<file path="src/rtl/voice_allocator_if.sv">
// Command handshake bundle between a note-command source and voice_allocator.
// The source drives a 16-bit command word with a valid strobe and waits for
// ready; the allocator takes each command exactly once.
interface voice_allocator_if;
  logic [15:0] i_cmd;
  logic        i_cmd_valid;
  logic        o_cmd_ready;

  // Command source side.
  modport master (
    output i_cmd,
    output i_cmd_valid,
    input  o_cmd_ready
  );

  // Allocator side.
  modport slave (
    input  i_cmd,
    input  i_cmd_valid,
    output o_cmd_ready
  );
endinterface

</file>
<file path="src/rtl/voice_allocator.sv">
// voice_allocator: command front-end for the synthesizer voice banks.
// Takes START/STOP note commands over a valid/ready handshake, scans the
// banks one per cycle, then assigns, retriggers, steals or frees a bank.
// Optional build macro VOICE_STEAL_EN: when defined, a START that finds
// neither a matching nor a free bank takes the oldest active bank; when
// undefined, such a START is dropped and o_steal is tied low.
module voice_allocator #(
  parameter int VOICES = 8,
  parameter int AGE_W  = 4
) (
  input  logic                          clk,
  input  logic                          rst_n,
  voice_allocator_if.slave              cmd_if,
  output logic [VOICES-1:0]             o_voice_on,
  output logic [VOICES*7-1:0]           o_voice_note,
  output logic [VOICES*8-1:0]           o_voice_vel,
  output logic [VOICES-1:0]             o_load,
  output logic                          o_steal,
  output logic [$clog2(VOICES+1)-1:0]   o_active_cnt
);

  localparam int IDX_W = $clog2(VOICES);
  localparam int CNT_W = $clog2(VOICES + 1);
  localparam logic [IDX_W-1:0] LAST_IDX = IDX_W'(VOICES - 1);
  localparam logic [AGE_W-1:0] AGE_MAX  = {AGE_W{1'b1}};

  localparam logic [1:0] ST_IDLE   = 2'd0;
  localparam logic [1:0] ST_SCAN   = 2'd1;
  localparam logic [1:0] ST_COMMIT = 2'd2;

  // Saturating age increment: an old voice stays old, it never wraps young.
  function automatic logic [AGE_W-1:0] age_inc(input logic [AGE_W-1:0] age);
    logic [AGE_W-1:0] res;
    if (age == AGE_MAX) begin
      res = age;
    end else begin
      res = age + AGE_W'(1);
    end
    return res;
  endfunction

  // Control state
  logic [1:0]       state_q, state_d;
  logic [IDX_W-1:0] idx_q, idx_d;
  logic [15:0]      cmd_q, cmd_d;
  logic             ready_q, ready_d;

  // Per-bank state
  logic [VOICES-1:0]            gate_q, gate_d;
  logic [VOICES-1:0][6:0]       note_q, note_d;
  logic [VOICES-1:0][7:0]       vel_q, vel_d;
  logic [VOICES-1:0][AGE_W-1:0] age_q, age_d;
  logic [VOICES-1:0]            load_q, load_d;
  logic [CNT_W-1:0]             cnt_q, cnt_d;

  // Scan results
  logic             match_hit_q, match_hit_d;
  logic [IDX_W-1:0] match_idx_q, match_idx_d;
  logic             free_hit_q, free_hit_d;
  logic [IDX_W-1:0] free_idx_q, free_idx_d;
`ifdef VOICE_STEAL_EN
  logic             old_hit_q, old_hit_d;
  logic [IDX_W-1:0] old_idx_q, old_idx_d;
  logic [AGE_W-1:0] old_age_q, old_age_d;
  logic             steal_q, steal_d;
`endif

  // Decoded fields of the latched command and commit helpers
  logic             accept_s;
  logic             cmd_start_s;
  logic [6:0]       cmd_note_s;
  logic [7:0]       cmd_vel_s;
  logic [IDX_W-1:0] tgt_s;
  logic             apply_s;

  // Next-state logic: handshake, bank scan and the commit update.
  always_comb begin
    state_d     = state_q;
    idx_d       = idx_q;
    cmd_d       = cmd_q;
    ready_d     = ready_q;
    gate_d      = gate_q;
    note_d      = note_q;
    vel_d       = vel_q;
    age_d       = age_q;
    load_d      = '0;
    match_hit_d = match_hit_q;
    match_idx_d = match_idx_q;
    free_hit_d  = free_hit_q;
    free_idx_d  = free_idx_q;
`ifdef VOICE_STEAL_EN
    old_hit_d   = old_hit_q;
    old_idx_d   = old_idx_q;
    old_age_d   = old_age_q;
    steal_d     = 1'b0;
`endif
    accept_s    = cmd_if.i_cmd_valid & ready_q;
    cmd_start_s = cmd_q[15];
    cmd_note_s  = cmd_q[14:8];
    cmd_vel_s   = cmd_q[7:0];
    tgt_s       = '0;
    apply_s     = 1'b0;

    case (state_q)
      ST_IDLE: begin
        if (accept_s) begin
          if (cmd_if.i_cmd[14:8] == 7'd0) begin
            // Note 0: STOP means stop-all right now, START is meaningless.
            if (!cmd_if.i_cmd[15]) begin
              gate_d = '0;
              age_d  = '0;
            end else begin
              gate_d = gate_q;
            end
          end else begin
            cmd_d       = cmd_if.i_cmd;
            state_d     = ST_SCAN;
            idx_d       = '0;
            ready_d     = 1'b0;
            match_hit_d = 1'b0;
            match_idx_d = '0;
            free_hit_d  = 1'b0;
            free_idx_d  = '0;
`ifdef VOICE_STEAL_EN
            old_hit_d   = 1'b0;
            old_idx_d   = '0;
            old_age_d   = '0;
`endif
          end
        end else begin
          state_d = ST_IDLE;
        end
      end

      ST_SCAN: begin
        if (gate_q[idx_q] && (note_q[idx_q] == cmd_note_s)) begin
          match_hit_d = 1'b1;
          match_idx_d = idx_q;
        end else begin
          match_hit_d = match_hit_q;
        end
        // First free bank wins, so later free banks are ignored.
        if (!gate_q[idx_q] && !free_hit_q) begin
          free_hit_d = 1'b1;
          free_idx_d = idx_q;
        end else begin
          free_hit_d = free_hit_q;
        end
`ifdef VOICE_STEAL_EN
        // Strictly greater keeps the lowest index on an age tie.
        if (gate_q[idx_q] && (!old_hit_q || (age_q[idx_q] > old_age_q))) begin
          old_hit_d = 1'b1;
          old_idx_d = idx_q;
          old_age_d = age_q[idx_q];
        end else begin
          old_hit_d = old_hit_q;
        end
`endif
        if (idx_q == LAST_IDX) begin
          state_d = ST_COMMIT;
        end else begin
          idx_d = idx_q + IDX_W'(1);
        end
      end

      ST_COMMIT: begin
        state_d = ST_IDLE;
        ready_d = 1'b1;
        if (cmd_start_s) begin
          if (match_hit_q) begin
            tgt_s   = match_idx_q;
            apply_s = 1'b1;
          end else if (free_hit_q) begin
            tgt_s   = free_idx_q;
            apply_s = 1'b1;
          end else begin
`ifdef VOICE_STEAL_EN
            if (old_hit_q) begin
              tgt_s   = old_idx_q;
              apply_s = 1'b1;
              steal_d = 1'b1;
            end else begin
              apply_s = 1'b0;
            end
`else
            apply_s = 1'b0;
`endif
          end
          if (apply_s) begin
            for (int i = 0; i < VOICES; i++) begin
              if (gate_q[i] && (IDX_W'(i) != tgt_s)) begin
                age_d[i] = age_inc(age_q[i]);
              end else begin
                age_d[i] = age_q[i];
              end
            end
            gate_d[tgt_s] = 1'b1;
            note_d[tgt_s] = cmd_note_s;
            vel_d[tgt_s]  = cmd_vel_s;
            age_d[tgt_s]  = '0;
            load_d[tgt_s] = 1'b1;
          end else begin
            load_d = '0;
          end
        end else begin
          // STOP releases the gate but keeps note/velocity for the release tail.
          if (match_hit_q) begin
            gate_d[match_idx_q] = 1'b0;
            age_d[match_idx_q]  = '0;
          end else begin
            gate_d = gate_q;
          end
        end
      end

      default: begin
        state_d = ST_IDLE;
        ready_d = 1'b1;
      end
    endcase
  end

  // Active-bank count follows the next gate vector so it registers with it.
  always_comb begin
    cnt_d = '0;
    for (int i = 0; i < VOICES; i++) begin
      cnt_d = cnt_d + CNT_W'(gate_d[i]);
    end
  end

  // State registers; reset aborts any pending command and clears all banks.
  always_ff @(posedge clk or negedge rst_n) begin
    if (!rst_n) begin
      state_q     <= ST_IDLE;
      idx_q       <= '0;
      cmd_q       <= 16'h0000;
      ready_q     <= 1'b1;
      gate_q      <= '0;
      note_q      <= '0;
      vel_q       <= '0;
      age_q       <= '0;
      load_q      <= '0;
      cnt_q       <= '0;
      match_hit_q <= 1'b0;
      match_idx_q <= '0;
      free_hit_q  <= 1'b0;
      free_idx_q  <= '0;
`ifdef VOICE_STEAL_EN
      old_hit_q   <= 1'b0;
      old_idx_q   <= '0;
      old_age_q   <= '0;
      steal_q     <= 1'b0;
`endif
    end else begin
      state_q     <= state_d;
      idx_q       <= idx_d;
      cmd_q       <= cmd_d;
      ready_q     <= ready_d;
      gate_q      <= gate_d;
      note_q      <= note_d;
      vel_q       <= vel_d;
      age_q       <= age_d;
      load_q      <= load_d;
      cnt_q       <= cnt_d;
      match_hit_q <= match_hit_d;
      match_idx_q <= match_idx_d;
      free_hit_q  <= free_hit_d;
      free_idx_q  <= free_idx_d;
`ifdef VOICE_STEAL_EN
      old_hit_q   <= old_hit_d;
      old_idx_q   <= old_idx_d;
      old_age_q   <= old_age_d;
      steal_q     <= steal_d;
`endif
    end
  end

  assign cmd_if.o_cmd_ready = ready_q;
  assign o_voice_on         = gate_q;
  assign o_voice_note       = note_q;
  assign o_voice_vel        = vel_q;
  assign o_load             = load_q;
  assign o_active_cnt       = cnt_q;
`ifdef VOICE_STEAL_EN
  assign o_steal            = steal_q;
`else
  assign o_steal            = 1'b0;
`endif

endmodule

</file>
<file path="src/flat_wrapper.sv">
// flat-port wrapper written by rule: the top's interface ports become plain ports
module voice_allocator_flat 
#(
  parameter int VOICES = 8,
  parameter int AGE_W  = 4
)
  (clk, rst_n, o_voice_on, o_voice_note, o_voice_vel, o_load, o_steal, o_active_cnt, cmd_if_i_cmd, cmd_if_i_cmd_valid, cmd_if_o_cmd_ready);
  voice_allocator_if cmd_if_i ();
  input  logic clk;
  input  logic rst_n;
  output logic [VOICES-1:0] o_voice_on;
  output logic [VOICES*7-1:0] o_voice_note;
  output logic [VOICES*8-1:0] o_voice_vel;
  output logic [VOICES-1:0] o_load;
  output logic o_steal;
  output logic [$clog2(VOICES+1)-1:0] o_active_cnt;
  input wire logic [$bits(cmd_if_i.i_cmd)-1:0] cmd_if_i_cmd;
  input wire logic [$bits(cmd_if_i.i_cmd_valid)-1:0] cmd_if_i_cmd_valid;
  output wire logic [$bits(cmd_if_i.o_cmd_ready)-1:0] cmd_if_o_cmd_ready;
  assign cmd_if_i.i_cmd = cmd_if_i_cmd;
  assign cmd_if_i.i_cmd_valid = cmd_if_i_cmd_valid;
  assign cmd_if_o_cmd_ready = cmd_if_i.o_cmd_ready;
  voice_allocator #(.VOICES(VOICES), .AGE_W(AGE_W)) u_core (.clk(clk), .rst_n(rst_n), .cmd_if(cmd_if_i), .o_voice_on(o_voice_on), .o_voice_note(o_voice_note), .o_voice_vel(o_voice_vel), .o_load(o_load), .o_steal(o_steal), .o_active_cnt(o_active_cnt));
endmodule
</file>
<file path="config.mk">
export PLATFORM = sky130hd
export DESIGN_NAME = voice_allocator_flat
export DESIGN_NICKNAME = d
export VERILOG_FILES = /design/src/rtl/voice_allocator_if.sv /design/src/rtl/voice_allocator.sv /design/src/flat_wrapper.sv
export SDC_FILE = /design/constraint.sdc
export NUM_CORES = 1
export LEC_CHECK = 0
export CORE_MARGIN = 5
export CORE_UTILIZATION = 35
export CTS_BUF_LIST = sky130_fd_sc_hd__clkbuf_4
export DETAILED_ROUTE_END_ITERATION = 12
export HOLD_SLACK_MARGIN = 0.05
export SLEW_MARGIN = 20
export SYNTH_ARGS = -nofsm -noshare
export SYNTH_HDL_FRONTEND = slang
export SYNTH_SLANG_ARGS = --single-unit
</file>
<file path="constraint.sdc">
create_clock -name clk -period 4.6 [get_ports clk]
set_input_delay 0.92 -clock clk [delete_from_list [all_inputs] [get_ports clk]]
set_output_delay 0.92 -clock clk [all_outputs]
set_load 0.05 [all_outputs]
</file>
==> summary.txt <==
Route
  • WL per Instance: between 20 and 25 um
  • Drt pass-1 iters: 5
  • Antenna-violating nets left: 0
  • Remaining DRCs: 0
  • Via total after detailed routing: 4872
  • Via density: 4.92
  • Final wirelength: 20.1 mm
  • Drt initial violations: 172

STA
  • RSZ-0062 raised after global routing: false
  • Slew HR: 0.315
  • Setup ws final: 0.377 ns
  • Max Fclk: 237 MHz
  • Setup Viol. Count Final: 0
  • Final Critical Period: 4.22 ns
  • Clk_skew: roughly 0.021 ns
  • Final hold vios: 0
  • Worst-Margin Slew: 1.03 ns
  • Slew Viols, Final: 0
  • Final worst-path cycle share: 0.918

Final layout
  • Commonest cells after routing, fill and taps aside: dfrtp_1 (169), clkdlybuf4s50_1 (158), mux2_2 (129)
  • Design area: 9480 um^2
  • Nets@finish: 734
  • Final core utilization: 0.465
  • Number of fill cells: 1859
  • Final Non-Filler Cells: 991
  • Multi-input gate area: 2840 um^2
  • FF/Latch Area: 4260 um^2
  • Area Overhead vs Synth: 30.2%
  • Layout cell share with drive strength beyond 1: 0.260
  • Most common cell after layout, fill and taps aside: dfrtp_1

GRT
  • Gr busiest metal: met2
  • Grt total ovfl: 0
  • Antenna violations before repair: 1
  • Pin count of the biggest net entering global routing: 103
  • First-pass GRT wire length: 31.8 mm
  • M3 GR Usage: 0.0534
  • Total track usage: 0.172
  • M1 GR Usage: 0.209
  • Vias in the first global route: between 5000 and 6000
  • Met2 GRT Util: 0.297

Synth
  • Synth area leaders: dfrtp_1 (58%), mux2_2 (20%), nand2_1 (3.6%)
  • Post-synth top area share: 0.581
  • Post-Syn Area: 7280 um^2
  • Yosys warning count: 0
  • Leading area contributor after synthesis: dfrtp_1
  • Synth Flop Type: dfrtp_1
  • Post-synthesis register bit count: 170
  • Synthesized Nets: ~570
  • Fraction of registers with async set/reset: 1.00
  • Mean area per synthesized cell: 13.5 um^2
  • Post-synthesis sequential area ratio: 0.585
  • Synth Instances: 538
  • Cell variety after synth: 45
  • Post-synth EDFFs: 0

Run status
  • Status: finished, final reports clean

Placement
  • RePlAce Congestion: 0.814
  • PortBufs: 159
  • Setup WS pre-CTS: -0.220 ns
  • Placed wire-length estimate: roughly 14 mm
  • Cell total after placement: between 900 and 1000
  • Placed instance area: 9210 um^2

Clocking
  • CTS max path bufs: 2
  • Later-pin clock latency in the skew report: 0.55 ns
  • TritonCTS clock tree: done
  • Reg clk slew, reported paths: 0.15 ns
  • TritonCTS Buffers: 17
  • Clk sink count: 170
  • Postcts setup bufs: 0
  • Hold_buf cts: 0
  • Resize count post-CTS: 0
  • H-tree levels: 4
  • CTS root buf: clkbuf_4

Pwr
  • Sw frac: 0.389
  • P_int: about 2.4 mW
  • Tot Pwr: 3.96 mW
  • Clock Power Share: 0.209
  • PwrDens: 418 nW/um^2
  • Switching Power: between 1.5 and 2 mW
  • Pleak: roughly 4.5 nW
  • Peak supply drop: roughly 0.00017 V
  • Seq pwr share: 0.501
  • Combinational Power Share: 0.290

Setup path
  • Critical path endpoint category: flop
  • Critical Path RT: 5.09 ns
  • Crit-path max FO: 4
  • Startpoint Class: primary input
  • WP data arrival: approximately 4.7 ns
  • Critical path class: primary input to flop

Run
  • Number of max-cap violations: 0

Die
  • Io pins: 161
  • Die width: 154 um
  • Num rows: 52
  • Core area: just over 20000 um^2
  • Die area: 23800 um^2
  • Initial Utilization: 0.357
  • Die height: 154 um

Worst hold path
  • Hold Crit Class: primary input to asynchronous set/reset pin
-- per-layer routing --
layer | wire (um) | part of all wire
met5 | 0 | 0
met4 | 180 | 0.0090
met3 | 1220 | 0.061
met2 | 10400 | 0.52
met1 | 8260 | 0.41
-- Yosys cell counts, types with 5 or more instances --
| master | count |
|---|---|
| nand2_1 | 69 |
| clkbuf_1 | 13 |
| nor2_1 | 14 |
| ha_1 | 5 |
| nand2b_1 | 5 |
| mux4_2 | 5 |
| dfrtp_1 | 169 |
| buf_2 | 11 |
| mux2_2 | 129 |
| mux2i_1 | 16 |
| o21ai_0 | 19 |
| inv_1 | 13 |
-- per-stage QoR --
stage,hold slack (ns),setup TNS (ns)
6_report,0.464,0
5_1_grt,0.492,0
4_1_cts,0.456,0
3_5_place_dp,0.493,-0.330
3_3_place_gp,0.489,-0.201
2_1_floorplan,0.465,0
-- state kept, by name, indices dropped and copies added, names as in the netlist --
name	flops
u_core.o_voice_note	56
u_core.cmd_q	16
u_core.idx_q	3
u_core.o_voice_vel	64
u_core.o_load	8
u_core.match_idx_q	3
u_core.o_active_cnt	4
u_core.o_voice_on	8
u_core.match_hit_q	1
u_core.free_hit_q	1
u_core.state_q	2
u_core.free_idx_q	3
u_core.cmd_if.o_cmd_ready	1
-- final timing paths --
| kind | start | to | slack [ns] | depth (start not counted) |
|---|---|---|---|---|
| setup / recovery | cmd_if_i_cmd[10] | u_core.o_active_cnt[1]$_DFF_PN0_ | 0.38 | 15 |
| hold / removal | rst_n | u_core.o_voice_note[46]$_DFFE_PN0P_ | 0.46 | 1 |
| setup reg to reg | u_core.match_hit_q$_DFFE_PN0P_ | u_core.o_active_cnt[1]$_DFF_PN0_ | 0.65 | 14 |
| hold reg to reg | u_core.o_voice_vel[63]$_DFFE_PN0P_ | u_core.o_voice_vel[63]$_DFFE_PN0P_ | 0.52 | 1 |
| max in group asynchronous | rst_n | u_core.o_voice_vel[39]$_DFFE_PN0P_ | 3.17 | 2 |
| min in group clk | u_core.o_voice_vel[63]$_DFFE_PN0P_ | u_core.o_voice_vel[63]$_DFFE_PN0P_ | 0.52 | 1 |
-- power by group through the flow --
stage	registers [mW]	logic (mW)	clock network [mW]
2_1_floorplan	2.02	0.743	0
3_3_place_gp	2.01	1.14	0
3_5_place_dp	2.02	1.16	0
4_1_cts	1.99	1.17	0.866
5_1_grt	2.03	1.27	0.928
6_report	1.98	1.15	0.826
-- worst max-delay path: stages --
cell,delay [ns]
clkdlybuf4s50_1,0.42
nor4_1,0.27
nand2_1,0.18
nor4_1,0.28
buf_4,0.17
o21bai_1,0.10
ha_1,0.32
fa_1,0.50
inv_1,0.05
fa_1,0.50
inv_1,0.05
fa_1,0.41
inv_1,0.08
fa_1,0.40
inv_1,0.06
-- logic make-up (layout without fill, tap and decap cells) --
logic type                 after synthesis  in the layout  share of synthesized area
buffers and inverters                   40            221                     0.0263
muxes                                  153            153                      0.248
xor gates and xnor gates                 5              5                    0.00602
adders and majority gates                9              9                     0.0196
AOI/OAI and AO/OA                       44             44                     0.0383
other                                    1              3                   0.000515
and+or+nand+nor                        116            116                     0.0765
DFF                                    170            170                      0.585
-- cell type report --
class,instances,area share
flip-flops and latches,170,0.449
multi-input cells,328,0.299
repair buffers,176,0.183
well taps,270,0.0356
clock buffers,19,0.0151
clock inverters,13,0.0124
inverters,13,0.00515
diodes,2,0.000528
No activity file was read; power rests on OpenSTA's default activity.
